## config.mk

```make
export PLATFORM = sky130hd
export DESIGN_NAME = cube_sequencer
export DESIGN_NICKNAME = d
export VERILOG_FILES = /design/src/rtl/cube_sequencer.sv
export SDC_FILE = /design/constraint.sdc
export NUM_CORES = 1
export LEC_CHECK = 0
export CORE_MARGIN = 4
export CORE_UTILIZATION = 39
export DETAILED_ROUTE_END_ITERATION = 8
export HOLD_SLACK_MARGIN = 0.05
export PLACE_DENSITY = 0.64
export SLEW_MARGIN = 20
export SYNTH_ARGS = -nofsm -noshare
export SYNTH_HDL_FRONTEND = slang
export SYNTH_SLANG_ARGS = --single-unit
```

## constraint.sdc

```tcl
create_clock -name clk -period 3.2 [get_ports clk]
set_input_delay 0.96 -clock clk [delete_from_list [all_inputs] [get_ports clk]]
set_output_delay 0.96 -clock clk [all_outputs]
set_load 0.01 [all_outputs]
```

## src/rtl/cube_sequencer.sv

```systemverilog
// cube_sequencer: program sequencer for the cube-solver CPU; owns the PC, resolves JMP/JNZ/ZNJ, issues the rest.
// Latency: 3 cycles per issued instruction with exec_ready high (+ wait for check_done on CHECK), 2 per branch.
// Backpressure: exec_valid/exec_op held in ISSUE until exec_ready; one instruction outstanding, no prefetch.
//
// Ports:
//   clk, rst                 clock, asynchronous active-high reset
//   start                    one-cycle pulse, (re)starts at START_PC from IDLE or HALT only
//   pc / op                  instruction address out, instruction in (combinational imem)
//   exec_valid/op/ready      issue handshake towards the execution datapath
//   check_done / check_hit   CHECK result pulse from the datapath, sampled only in WAIT_FLAG
//   flag, busy, halted       condition flag and status
//   retired                  saturating count of completed instructions
module cube_sequencer #(
    parameter int          PC_W     = 8,
    parameter int          OP_W     = 32,
    parameter int          CNT_W    = 16,
    parameter int unsigned START_PC = 0
) (
    input  logic             clk,
    input  logic             rst,
    input  logic             start,
    output logic [PC_W-1:0]  pc,
    input  logic [OP_W-1:0]  op,
    output logic             exec_valid,
    output logic [OP_W-1:0]  exec_op,
    input  logic             exec_ready,
    input  logic             check_done,
    input  logic             check_hit,
    output logic             flag,
    output logic             busy,
    output logic             halted,
    output logic [CNT_W-1:0] retired
);
    // Opcodes handled by the sequencer itself. Everything else (LI=1, ADD=2,
    // REFERENCE=4, RT*=5..7, STORE=8, unused codes) is passed to the datapath.
    localparam logic [3:0] OP_CHECK = 4'h3;
    localparam logic [3:0] OP_JMP   = 4'hA;
    localparam logic [3:0] OP_JNZ   = 4'hB;
    localparam logic [3:0] OP_ZNJ   = 4'hC;

    localparam logic [PC_W-1:0] START = PC_W'(START_PC);

    typedef enum logic [2:0] {
        S_IDLE,
        S_FETCH,
        S_DECODE,
        S_ISSUE,
        S_WAIT_FLAG,
        S_HALT
    } state_t;

    state_t           state_q, state_d;
    logic [PC_W-1:0]  pc_q, pc_d;
    logic [OP_W-1:0]  ir_q, ir_d;
    logic [OP_W-1:0]  exec_op_q, exec_op_d;
    logic             exec_valid_q, exec_valid_d;
    logic             flag_q, flag_d;
    logic [CNT_W-1:0] retired_q, retired_d;

    logic [3:0]       ir_opc;
    logic [3:0]       exec_opc;
    logic [PC_W-1:0]  target;
    logic [PC_W-1:0]  pc_inc;
    logic [CNT_W-1:0] retired_inc;

    assign ir_opc      = ir_q[OP_W-1 -: 4];
    assign exec_opc    = exec_op_q[OP_W-1 -: 4];
    assign target      = ir_q[OP_W-5 -: PC_W];
    assign pc_inc      = pc_q + PC_W'(1);        // natural wrap at 2^PC_W
    assign retired_inc = (&retired_q) ? retired_q : retired_q + CNT_W'(1);

    always_comb begin
        state_d      = state_q;
        pc_d         = pc_q;
        ir_d         = ir_q;
        exec_op_d    = exec_op_q;
        exec_valid_d = exec_valid_q;
        flag_d       = flag_q;
        retired_d    = retired_q;

        case (state_q)
            S_IDLE, S_HALT: begin
                if (start) begin
                    pc_d      = START;
                    flag_d    = 1'b0;
                    retired_d = '0;
                    state_d   = S_FETCH;
                end
            end
            S_FETCH: begin
                ir_d    = op;
                state_d = S_DECODE;
            end
            S_DECODE: begin
                case (ir_opc)
                    OP_JMP: begin
                        // A jump onto itself marks the end of the program: park
                        // here without counting it.
                        if (target == pc_q) begin
                            state_d = S_HALT;
                        end else begin
                            pc_d      = target;
                            retired_d = retired_inc;
                            state_d   = S_FETCH;
                        end
                    end
                    OP_JNZ: begin
                        pc_d      = flag_q ? target : pc_inc;
                        retired_d = retired_inc;
                        state_d   = S_FETCH;
                    end
                    OP_ZNJ: begin
                        pc_d      = flag_q ? pc_inc : target;
                        retired_d = retired_inc;
                        state_d   = S_FETCH;
                    end
                    default: begin
                        exec_op_d    = ir_q;
                        exec_valid_d = 1'b1;
                        state_d      = S_ISSUE;
                    end
                endcase
            end
            S_ISSUE: begin
                if (exec_ready) begin
                    exec_valid_d = 1'b0;
                    retired_d    = retired_inc;
                    // CHECK keeps pc until its result arrives so the flag is
                    // settled before the following branch is decoded.
                    if (exec_opc == OP_CHECK) begin
                        state_d = S_WAIT_FLAG;
                    end else begin
                        pc_d    = pc_inc;
                        state_d = S_FETCH;
                    end
                end
            end
            S_WAIT_FLAG: begin
                if (check_done) begin
                    flag_d  = check_hit;
                    pc_d    = pc_inc;
                    state_d = S_FETCH;
                end
            end
            default: begin
                state_d = S_IDLE;
            end
        endcase
    end

    always_ff @(posedge clk or posedge rst) begin
        if (rst) begin
            state_q      <= S_IDLE;
            pc_q         <= START;
            ir_q         <= '0;
            exec_op_q    <= '0;
            exec_valid_q <= 1'b0;
            flag_q       <= 1'b0;
            retired_q    <= '0;
        end else begin
            state_q      <= state_d;
            pc_q         <= pc_d;
            ir_q         <= ir_d;
            exec_op_q    <= exec_op_d;
            exec_valid_q <= exec_valid_d;
            flag_q       <= flag_d;
            retired_q    <= retired_d;
        end
    end

    assign pc         = pc_q;
    assign exec_valid = exec_valid_q;
    assign exec_op    = exec_op_q;
    assign flag       = flag_q;
    assign retired    = retired_q;
    assign busy       = (state_q != S_IDLE) && (state_q != S_HALT);
    assign halted     = (state_q == S_HALT);

endmodule

```

==> impl_metrics.json, run 1 <==
{
  "worst_hold_startpoint": "ir_q[14]",
  "drt-met1-wl_um": 4180,
  "post_synth_top_flop": "dfrtp_1",
  "chain_of_cells_forming_the_critical_path": "nand2b_1, nor2_1, clkdlybuf4s50_1",
  "detailedRoute.firstPassIterationCount": 4,
  "track_usage_pct": 15.9,
  "syn-num-nets": 424,
  "hold-worst-slack_ns": 0.507,
  "cts-hold-fix-buffers": 0,
  "critical_path_peak_fanout": 13,
  "die_height_um": 114,
  "vias_in_the_first_global_route": 3361,
  "die_width_um": 114,
  "count_of_buffers_added_by_post_cts_timing_repair_for_setup": 0,
  "max_slew.worst_pin.slew_ns": 0.600,
  "met2_wirelength_um": 4840,
  "met3WireLength_um": 837,
  "status": "finished, final reports clean",
  "numPlacedInstances": 608,
  "ios": 98,
  "maxUsedRoutingLayer": "met4",
  "standard_cell_row_count": 38,
  "finalSetupTns_ns": 0,
  "worst-r2r-setup-slack_ns": 0.68,
  "seq_area_frac_synth_pct": 53.4,
  "start_util_pct": 40.0,
  "max-slew-margin-rel_pct": 59.8,
  "hold_viol_final": 0,
  "maximum_level_of_the_cts_h_tree": 3,
  "synthDominantAreaCellType": "dfrtp_1",
  "finalCritPeriodShare_pct": 87.4,
  "p_total_mw": 5.42,
  "layout-drive-gt1-share_pct": 18.4,
  "antenna_left": 0,
  "worst_setup_path_start_kind": "register",
  "grt_max_degree": 51,
  "cpLargestDelayFamily": "buffers and inverters",
  "clock_tree.root_cell": "clkbuf_8",
  "cp-startpoint": "state_q[1]",
  "critical_path.endpoint_type": "output pin",
  "grt_setup_unrepaired": "false",
  "average_size_of_a_mapped_cell_um2": 11.4,
  "synth-async-reset-ratio_pct": 100,
  "critical_path.n_buffers_inverters": 1,
  "cts_tree": "built",
  "drtIter0Drc": 146,
  "vias_per_cell": 5.29,
  "cts_inserted_buffers": 9,
  "worst_path_max_delay_cell": "clkdlybuf4s50_1",
  "wl_per_cell_um": 16.0,
  "netlist.area_leader.share_pct": 53.4,
  "maximum_clock_frequency_mhz": 358,
  "syn-cell-area_um2": 4360,
  "whs_path_depth": 1,
  "number_of_synthesized_flops_with_an_enable_pin": 0,
  "placement.io_buffers": 97,
  "remaining_drc_errors": 0,
  "power.static_leakage_nw": 2.33,
  "hold_path_class": "reg2reg",
  "place_ws_ns": 0.182,
  "ffs_latches_synth": 93,
  "detailroute.via_count": 3300,
  "synth-warning-count": 0,
  "worst-r2r-cell-count": 6,
  "worst_setup_hold_path_clk_slew_ns": 0.09,
  "fin_crit_ns": 2.80,
  "die_outline_area_um2": 12900,
  "power-per-cell-area_nw_per_um2": 961,
  "postRouteWirelength_um": 9960,
  "first_pass_grt_wire_length_um": 16600,
  "gpl.final_weighted_congestion": 0.826,
  "critPathRequiredTime_ns": 2.24,
  "cts.path.max_buffers": 2,
  "postSynthCellCount": 384,
  "worst-endpoint-arrival_ns": 1.84,
  "worstSkewPairLatency_ns": 0.35,
  "final_nets": 519,
  "grt.overflow.total": 0,
  "synth.lib_cells_used.distinct": 50,
  "post-route-cell-area_um2": 5650,
  "finalSetupViolations": 0,
  "drv_slew": 0,
  "worstReg2RegEnd": "retired[5]",
  "cts.repair.resized": 0,
  "clock_skew_ns": 0.0180,
  "core-area_um2": 10900,
  "r2r_start": "state_q[1]",
  "cp_class": "reg2out",
  "num_antenna_cells": 0,
  "worst_slack_ns": 0.404,
  "finish.utilization_pct": 51.9,
  "detailedPlacementHpwl_um": 7080,
  "initial_antenna_violation_count": 0,
  "cts.sinks": 93,
  "syn_to_final_growth_pct": 29.5,
  "worstHoldEndpoint": "exec_op[14]",
  "synth.top_cells.by_area": "dfrtp_1 53%, mux2_2 15%, nand2_1 3.0%",
  "worst_ir_drop_vdd_mv": 0.525,
  "max-cap-violations": 0,
  "placed_area_um2": 5470,
  "worst_path_largest_cell_delay_ns": 0.55,
  "final_instance_count_without_filler_cells": 624
}
[how the worst max path moves through the flow]
stage / to / slack, ns / depth (start not counted)
finish: halted / 0.40 / 3
floorplan: retired[4] / 0.98 / 6
CTS: halted / 0.35 / 3
global placement: retired[4] / 0.20 / 7
global route: halted / 0.26 / 3
detailed placement: retired[4] / 0.18 / 7
[cells by family (layout without fill, tap and decap cells)]
family	after synthesis	after routing	share of synthesized area (%)
xor gates and xnor gates	9	9	1.81
and+or+nand+nor	120	120	15.2
muxes	59	59	15.2
AOI/OAI and AO/OA	74	74	10.7
buffers and inverters	27	127	3.04
DFF	93	93	53.4
adders and majority gates	2	2	0.574
[cells in the final DEF (no fill, tap or decap), types with 2 or more instances in the layout]
| cell type | count |
|---|---|
| clkdlybuf4s50_1 | 97 |
| dfrtp_1 | 93 |
| mux2_2 | 59 |
| nand2_1 | 35 |
| nor2_1 | 26 |
| o21ai_0 | 25 |
| a21oi_1 | 13 |
| nand3_1 | 12 |
| o22a_1 | 11 |
| clkbuf_8 | 9 |
| nor3_1 | 8 |
| inv_1 | 7 |
| and3_1 | 7 |
| o21ai_1 | 7 |
| xor2_1 | 6 |
| nor2b_1 | 6 |
| nor3b_1 | 5 |
| buf_4 | 5 |
| xnor2_1 | 3 |
| clkinv_2 | 3 |
| clkinv_4 | 3 |
| a21o_1 | 2 |
| nand2b_1 | 2 |
| nand4_1 | 2 |
| nor4_1 | 2 |
| a41oi_1 | 2 |
| o31ai_1 | 2 |
| nor4bb_1 | 2 |
| or4bb_1 | 2 |
| a2bb2oi_1 | 2 |
| ha_1 | 2 |
[final cells by class]
type / count / area [um^2]
Fill cell: 1037 / 5240
Sequential cell: 93 / 2330
Multi-Input combinational cell: 264 / 1910
Timing Repair Buffer: 103 / 1030
Tap cell: 140 / 175
Clock buffer: 9 / 124
Clock inverter: 7 / 50.0
Inverter: 8 / 33.8
[per-layer routing]
metal,track usage [%],up-vias
li1,-,1568
met3,5.94,6
met4,4.09,0
met5,0,-
met2,26.0,96
met1,20.1,1630
[state kept, by name, summed over array words and instances, names as in the netlist]
signal / count
retired: 16
state_q: 3
pc: 8
flag: 1
exec_valid: 1
ir_q: 32
exec_op: 32
[synthesized netlist by cell type, types with 2 or more instances]
cell type,count
o22a_1,11
or4bb_1,2
a21oi_1,13
buf_6,3
ha_1,2
mux2_2,59
nand2_1,35
nor3_1,8
a41oi_1,2
nor4_1,2
clkbuf_1,8
buf_2,7
o31ai_1,2
nor2_1,26
a21o_1,2
inv_1,8
nor3b_1,5
a2bb2oi_1,2
dfrtp_1,93
xor2_1,6
and3_1,7
nand3_1,12
nor3b_2,2
nand2b_1,2
o21ai_1,7
nor2b_1,6
nand4_1,2
o21ai_0,25
nor4bb_1,2
xnor2_1,3
[report_power, final]
group / switching [mW] / internal (mW)
sequential: 0.461 / 1.70
combinational: 1.15 / 1.41
clock: 0.418 / 0.285
total: 2.03 / 3.39
[worst register-to-register path: stages (launching register included)]
cell     delay (ns)
dfrtp_1        0.60
or3b_1         0.54
nor4_4         0.37
nand4_4        0.19
nand3_1        0.42
nor2_1         0.10
o22a_1         0.21
No activity file was read; power rests on OpenSTA's default activity.
==> run 2: changes to the inputs <==
- MAX_ROUTING_LAYER: default -> met4
==> run 2 against run 1 <==
Effect of this change: routed wire length is 0.33% higher; utilization stayed put; clock skew grew 0.0022 ns; final cell count unchanged; fmax is 0.23% lower; count of clock-buffer cells in the layout unchanged; power is 0.17% higher; global-route usage up 0.48 points; non-clock buffer count unchanged; via count is 0.45% higher; clock power is 0.7% higher.
==> impl_metrics.json, run 2 (same netlist as run 1, synthesis figures left out) <==
{
  "comb_power_share_pct": 47.2,
  "cp_class": "reg2out",
  "fin_crit_ns": 2.80,
  "r2r_start": "state_q[1]",
  "start_util_pct": 40.0,
  "die_outline_area_um2": 12900,
  "clock_tree.root_cell": "clkbuf_8",
  "postRouteWirelength_um": 9990,
  "gpl.final_weighted_congestion": 0.838,
  "num_antenna_cells": 0,
  "worstSkewPairLatency_ns": 0.36,
  "seq_area_um2": 2330,
  "track_usage_pct": 16.4,
  "critical_path_peak_fanout": 13,
  "placement.io_buffers": 97,
  "syn_to_final_growth_pct": 29.5,
  "ios": 98,
  "critPathRequiredTime_ns": 2.24,
  "clock_skew_ns": 0.0202,
  "worst_hold_startpoint": "ir_q[14]",
  "finalSetupTns_ns": 0,
  "hold_path_class": "reg2reg",
  "chain_of_cells_forming_the_critical_path": "nand2b_1, nor2_1, clkdlybuf4s50_1",
  "standard_cell_row_count": 38,
  "worst_path_largest_cell_delay_ns": 0.55,
  "power.switching_fraction_pct": 37.6,
  "vias_in_the_first_global_route": 3358,
  "share_seq_of_total_power_pct": 39.7,
  "cts-hold-fix-buffers": 0,
  "worst_setup_path_start_kind": "register",
  "worst_path_max_delay_cell": "clkdlybuf4s50_1",
  "worst-endpoint-arrival_ns": 1.84,
  "hold_viol_final": 0,
  "final_cell_mix": "97 x clkdlybuf4s50_1, 93 x dfrtp_1, 59 x mux2_2",
  "cp-startpoint": "state_q[1]",
  "detailedPlacementHpwl_um": 7080,
  "max-cap-violations": 0,
  "power.static_leakage_nw": 2.33,
  "first_pass_grt_wire_length_um": 16600,
  "max-slew-margin-rel_pct": 58.1,
  "antenna_left": 0,
  "internal_power_mw": 3.39,
  "maximum_clock_frequency_mhz": 357,
  "footprint_of_the_multi_input_gates_um2": 1910,
  "finalSetupViolations": 0,
  "detailedRoute.firstPassIterationCount": 4,
  "worst-r2r-cell-count": 6,
  "finalCritPeriodShare_pct": 87.6,
  "switching_power_mw": 2.04,
  "detailroute.via_count": 3315,
  "cts.path.max_buffers": 2,
  "maximum_level_of_the_cts_h_tree": 3,
  "die_width_um": 114,
  "max_slew.worst_pin.slew_ns": 0.626,
  "cts.sinks": 93,
  "worst_setup_hold_path_clk_slew_ns": 0.09,
  "cts_tree": "built",
  "clockPowerShare_pct": 13.0,
  "cts.repair.resized": 0,
  "worst_ir_drop_vdd_mv": 0.525,
  "grt.overflow.total": 0,
  "initial_antenna_violation_count": 0,
  "wl_per_cell_um": 16.0,
  "cts_inserted_buffers": 9,
  "remaining_drc_errors": 0,
  "drtIter0Drc": 147,
  "vias_per_cell": 5.31,
  "core-area_um2": 10900,
  "layout-drive-gt1-share_pct": 18.4,
  "grt_setup_unrepaired": "false",
  "power-per-cell-area_nw_per_um2": 962,
  "critical_path.endpoint_type": "output pin",
  "final_nets": 519,
  "layout_commonest_cell": "clkdlybuf4s50_1",
  "die_height_um": 114,
  "whs_path_depth": 1,
  "drv_slew": 0,
  "count_of_buffers_added_by_post_cts_timing_repair_for_setup": 0,
  "status": "finished, final reports clean",
  "grt_max_degree": 51,
  "hold-worst-slack_ns": 0.506,
  "final.fill_count": 1037
}
run 2: per-layer routing:
layer / GRT usage (%) / part of all wire (%)
met5: - / 0
met3: 5.31 / 7.1
met4: 4.09 / 1.0
met1: 20.5 / 44
met2: 26.0 / 48
run 2: final timing paths:
check,end,slack [ns]
min in group asynchronous,ir_q[29],0.93
setup / recovery,halted,0.40
setup reg to reg,retired[5],0.68
hold / removal,exec_op[14],0.51
hold reg to reg,exec_op[14],0.51
max in group asynchronous,state_q[1],1.56
run 2: final cells by class:
| class | instances | share of cell area (%) |
|---|---|---|
| sequential | 93 | 41.2 |
| clock inverter | 7 | 0.887 |
| multi-input combinational | 264 | 33.8 |
| tap | 140 | 3.10 |
| clock buffer | 9 | 2.19 |
| inverter | 8 | 0.598 |
| timing repair buffer | 103 | 18.2 |
run 2: power groups by stage:
stage	sequential [mW]	clock, mW	combinational (mW)
5_1_grt	2.25	0.786	2.81
4_1_cts	2.17	0.741	2.62
3_5_place_dp	2.19	0	2.60
6_report	2.16	0.709	2.57
2_1_floorplan	2.15	0	1.62
3_3_place_gp	2.16	0	2.55
run 2: per-stage QoR:
step                      setup WS, ns  utilization [%]  instance area (um^2)  power, mW  cells
after floorplan                  0.982                -                  4360       3.77    384
after global placement           0.196             50.3                  5470       4.71    608
after detailed placement         0.182             50.3                  5470       4.79    608
after CTS                        0.354             51.9                  5650       5.52    624
after global routing             0.255             51.9                  5650       5.85    624
final                            0.397             51.9                  5650       5.43    624
run 2: critical path: cells and delay by family, from the launching register on:
| family | cells | cell delay, ns |
|---|---|---|
| and+or+nand+nor | 2 | 0.43 |
| buffers and inverters | 1 | 0.55 |
| DFF | 1 | 0.53 |
==> run 3: changes to the inputs <==
- CORE_MARGIN: 4 -> default
==> run 3 against run 2 <==
Effect of this change: fmax is 1.6% lower; combinational power hardly changed; first-iteration DRC count shrank 22%; final area increased by 2.0%; hold slack better by 0.00070 ns; utilization is 1.0 points higher; largest power group unchanged; count of clock-buffer cells in the layout did not move; critical path depth stayed put; die area fell by 10%; clock power up 42%; worst setup slack worse by 0.044 ns; largest cell class unchanged.
==> impl_metrics.json, run 3 (same netlist as run 1, synthesis figures left out) <==
{
  "status": "finished, final reports clean",
  "initial_antenna_violation_count": 0,
  "final.fill_count": 1011,
  "clock_tree.root_cell": "clkbuf_8",
  "hold_path_class": "reg2reg",
  "cts.sinks": 93,
  "detailedRoute.firstPassIterationCount": 4,
  "worst_hold_startpoint": "ir_q[19]",
  "drtIter0Drc": 115,
  "max_slew.worst_pin.slew_ns": 0.727,
  "power.static_leakage_nw": 2.38,
  "max-cap-violations": 0,
  "syn_to_final_growth_pct": 32.1,
  "worst_path_max_delay_cell": "dfrtp_1",
  "finalCritPeriodShare_pct": 89.0,
  "cpLargestDelayFamily": "flip-flops",
  "start_util_pct": 40.0,
  "cp-startpoint": "state_q[2]",
  "vias_per_cell": 5.22,
  "critical_path_peak_fanout": 12,
  "max-slew-margin-rel_pct": 51.4,
  "fin_crit_ns": 2.85,
  "hold_viol_final": 0,
  "cts-hold-fix-buffers": 0,
  "cts.path.max_buffers": 2,
  "grt_max_degree": 35,
  "die_width_um": 108,
  "worstSkewPairLatency_ns": 0.35,
  "standard_cell_row_count": 38,
  "count_of_buffers_added_by_post_cts_timing_repair_for_setup": 0,
  "grt.overflow.total": 0,
  "remaining_drc_errors": 0,
  "numPlacedInstances": 610,
  "worst_ir_drop_vdd_mv": 0.457,
  "finalSetupViolations": 0,
  "antenna_left": 0,
  "first_pass_grt_wire_length_um": 16000,
  "detailedPlacementHpwl_um": 6720,
  "final_nets": 521,
  "finish.utilization_pct": 52.9,
  "critPathRequiredTime_ns": 2.24,
  "track_usage_pct": 18.4,
  "clock_skew_ns": 0.0133,
  "cp_class": "reg2out",
  "maximum_level_of_the_cts_h_tree": 3,
  "cts_tree": "built",
  "cts_inserted_buffers": 9,
  "die_outline_area_um2": 11600,
  "p_total_mw": 5.73,
  "maximum_clock_frequency_mhz": 351,
  "vias_in_the_first_global_route": 3232,
  "r2r_start": "state_q[1]",
  "chain_of_cells_forming_the_critical_path": "nand2b_1, nor2_1, clkdlybuf4s50_1",
  "die_height_um": 108,
  "placement.io_buffers": 97,
  "worst-endpoint-arrival_ns": 1.89,
  "worst_slack_ns": 0.353,
  "finalSetupTns_ns": 0,
  "cts.repair.resized": 0,
  "final_cell_mix": "97 x clkdlybuf4s50_1, 93 x dfrtp_1, 59 x mux2_2",
  "layout-drive-gt1-share_pct": 18.6,
  "worst_setup_hold_path_clk_slew_ns": 0.09,
  "wl_per_cell_um": 15.6,
  "gpl.final_weighted_congestion": 0.827,
  "critical_path.endpoint_type": "output pin",
  "postRouteWirelength_um": 9730,
  "detailroute.via_count": 3260,
  "core-area_um2": 10900,
  "place_ws_ns": 0.207,
  "critical_path.n_buffers_inverters": 1,
  "grt_setup_unrepaired": "false",
  "worst_setup_path_start_kind": "register",
  "drv_slew": 0,
  "worst_path_largest_cell_delay_ns": 0.62,
  "ios": 98,
  "layout_commonest_cell": "clkdlybuf4s50_1",
  "num_antenna_cells": 0,
  "power-per-cell-area_nw_per_um2": 994,
  "final_instance_count_without_filler_cells": 625
}
## run 3: changes by cell type in the layout (fill, tap and decap cells not counted)
cell / previous run / this run
buf_12: 1 / 2
clkinvlp_4: 1 / 2
clkinv_2: 3 / 0
inv_6: 1 / 0
clkinv_4: 3 / 1
bufinv_16: 0 / 4
buf_4: 5 / 6
## run 3: power breakdown
| part | switching (mW) | internal, mW | total (mW) |
|---|---|---|---|
| clock | 0.410 | 0.595 | 1.01 |
| sequential | 0.457 | 1.70 | 2.15 |
| combinational | 1.16 | 1.41 | 2.57 |
| total | 2.02 | 3.70 | 5.73 |
## run 3: area by class of cell
| class | instances | area (um^2) | share of cell area, % |
|---|---|---|---|
| well taps | 140 | 175 | 3.04 |
| flip-flops and latches | 93 | 2330 | 40.4 |
| inverters | 8 | 33.8 | 0.587 |
| multi-input cells | 264 | 1910 | 33.1 |
| clock inverters | 6 | 136 | 2.37 |
| clock buffers | 9 | 124 | 2.15 |
| repair buffers | 105 | 1060 | 18.3 |
## run 3: worst paths after layout
kind | endpoint | slack [ns] | cells after the start
max | halted | 0.35 | 3
min | exec_op[19] | 0.51 | 1
max reg2reg | retired[6] | 0.61 | 6
min reg2reg | exec_op[19] | 0.51 | 1
max in group asynchronous | exec_op[27] | 1.54 | 3
min in group asynchronous | exec_op[5] | 1.07 | 2
## run 3: layer usage
metal | part of all wire [%] | global-route usage (%)
met5 | 0 | -
met4 | 0.56 | 5.58
met3 | 4.7 | 4.54
met2 | 48 | 28.4
met1 | 46 | 23.8
## run 3: through the flow
| step | cell area [um^2] | hold WS (ns) |
|---|---|---|
| after floorplan | 4360 | 0.477 |
| after global placement | 5500 | 0.484 |
| after detailed placement | 5500 | 0.489 |
| after CTS | 5760 | 0.511 |
| after global routing | 5760 | 0.520 |
| final | 5760 | 0.506 |
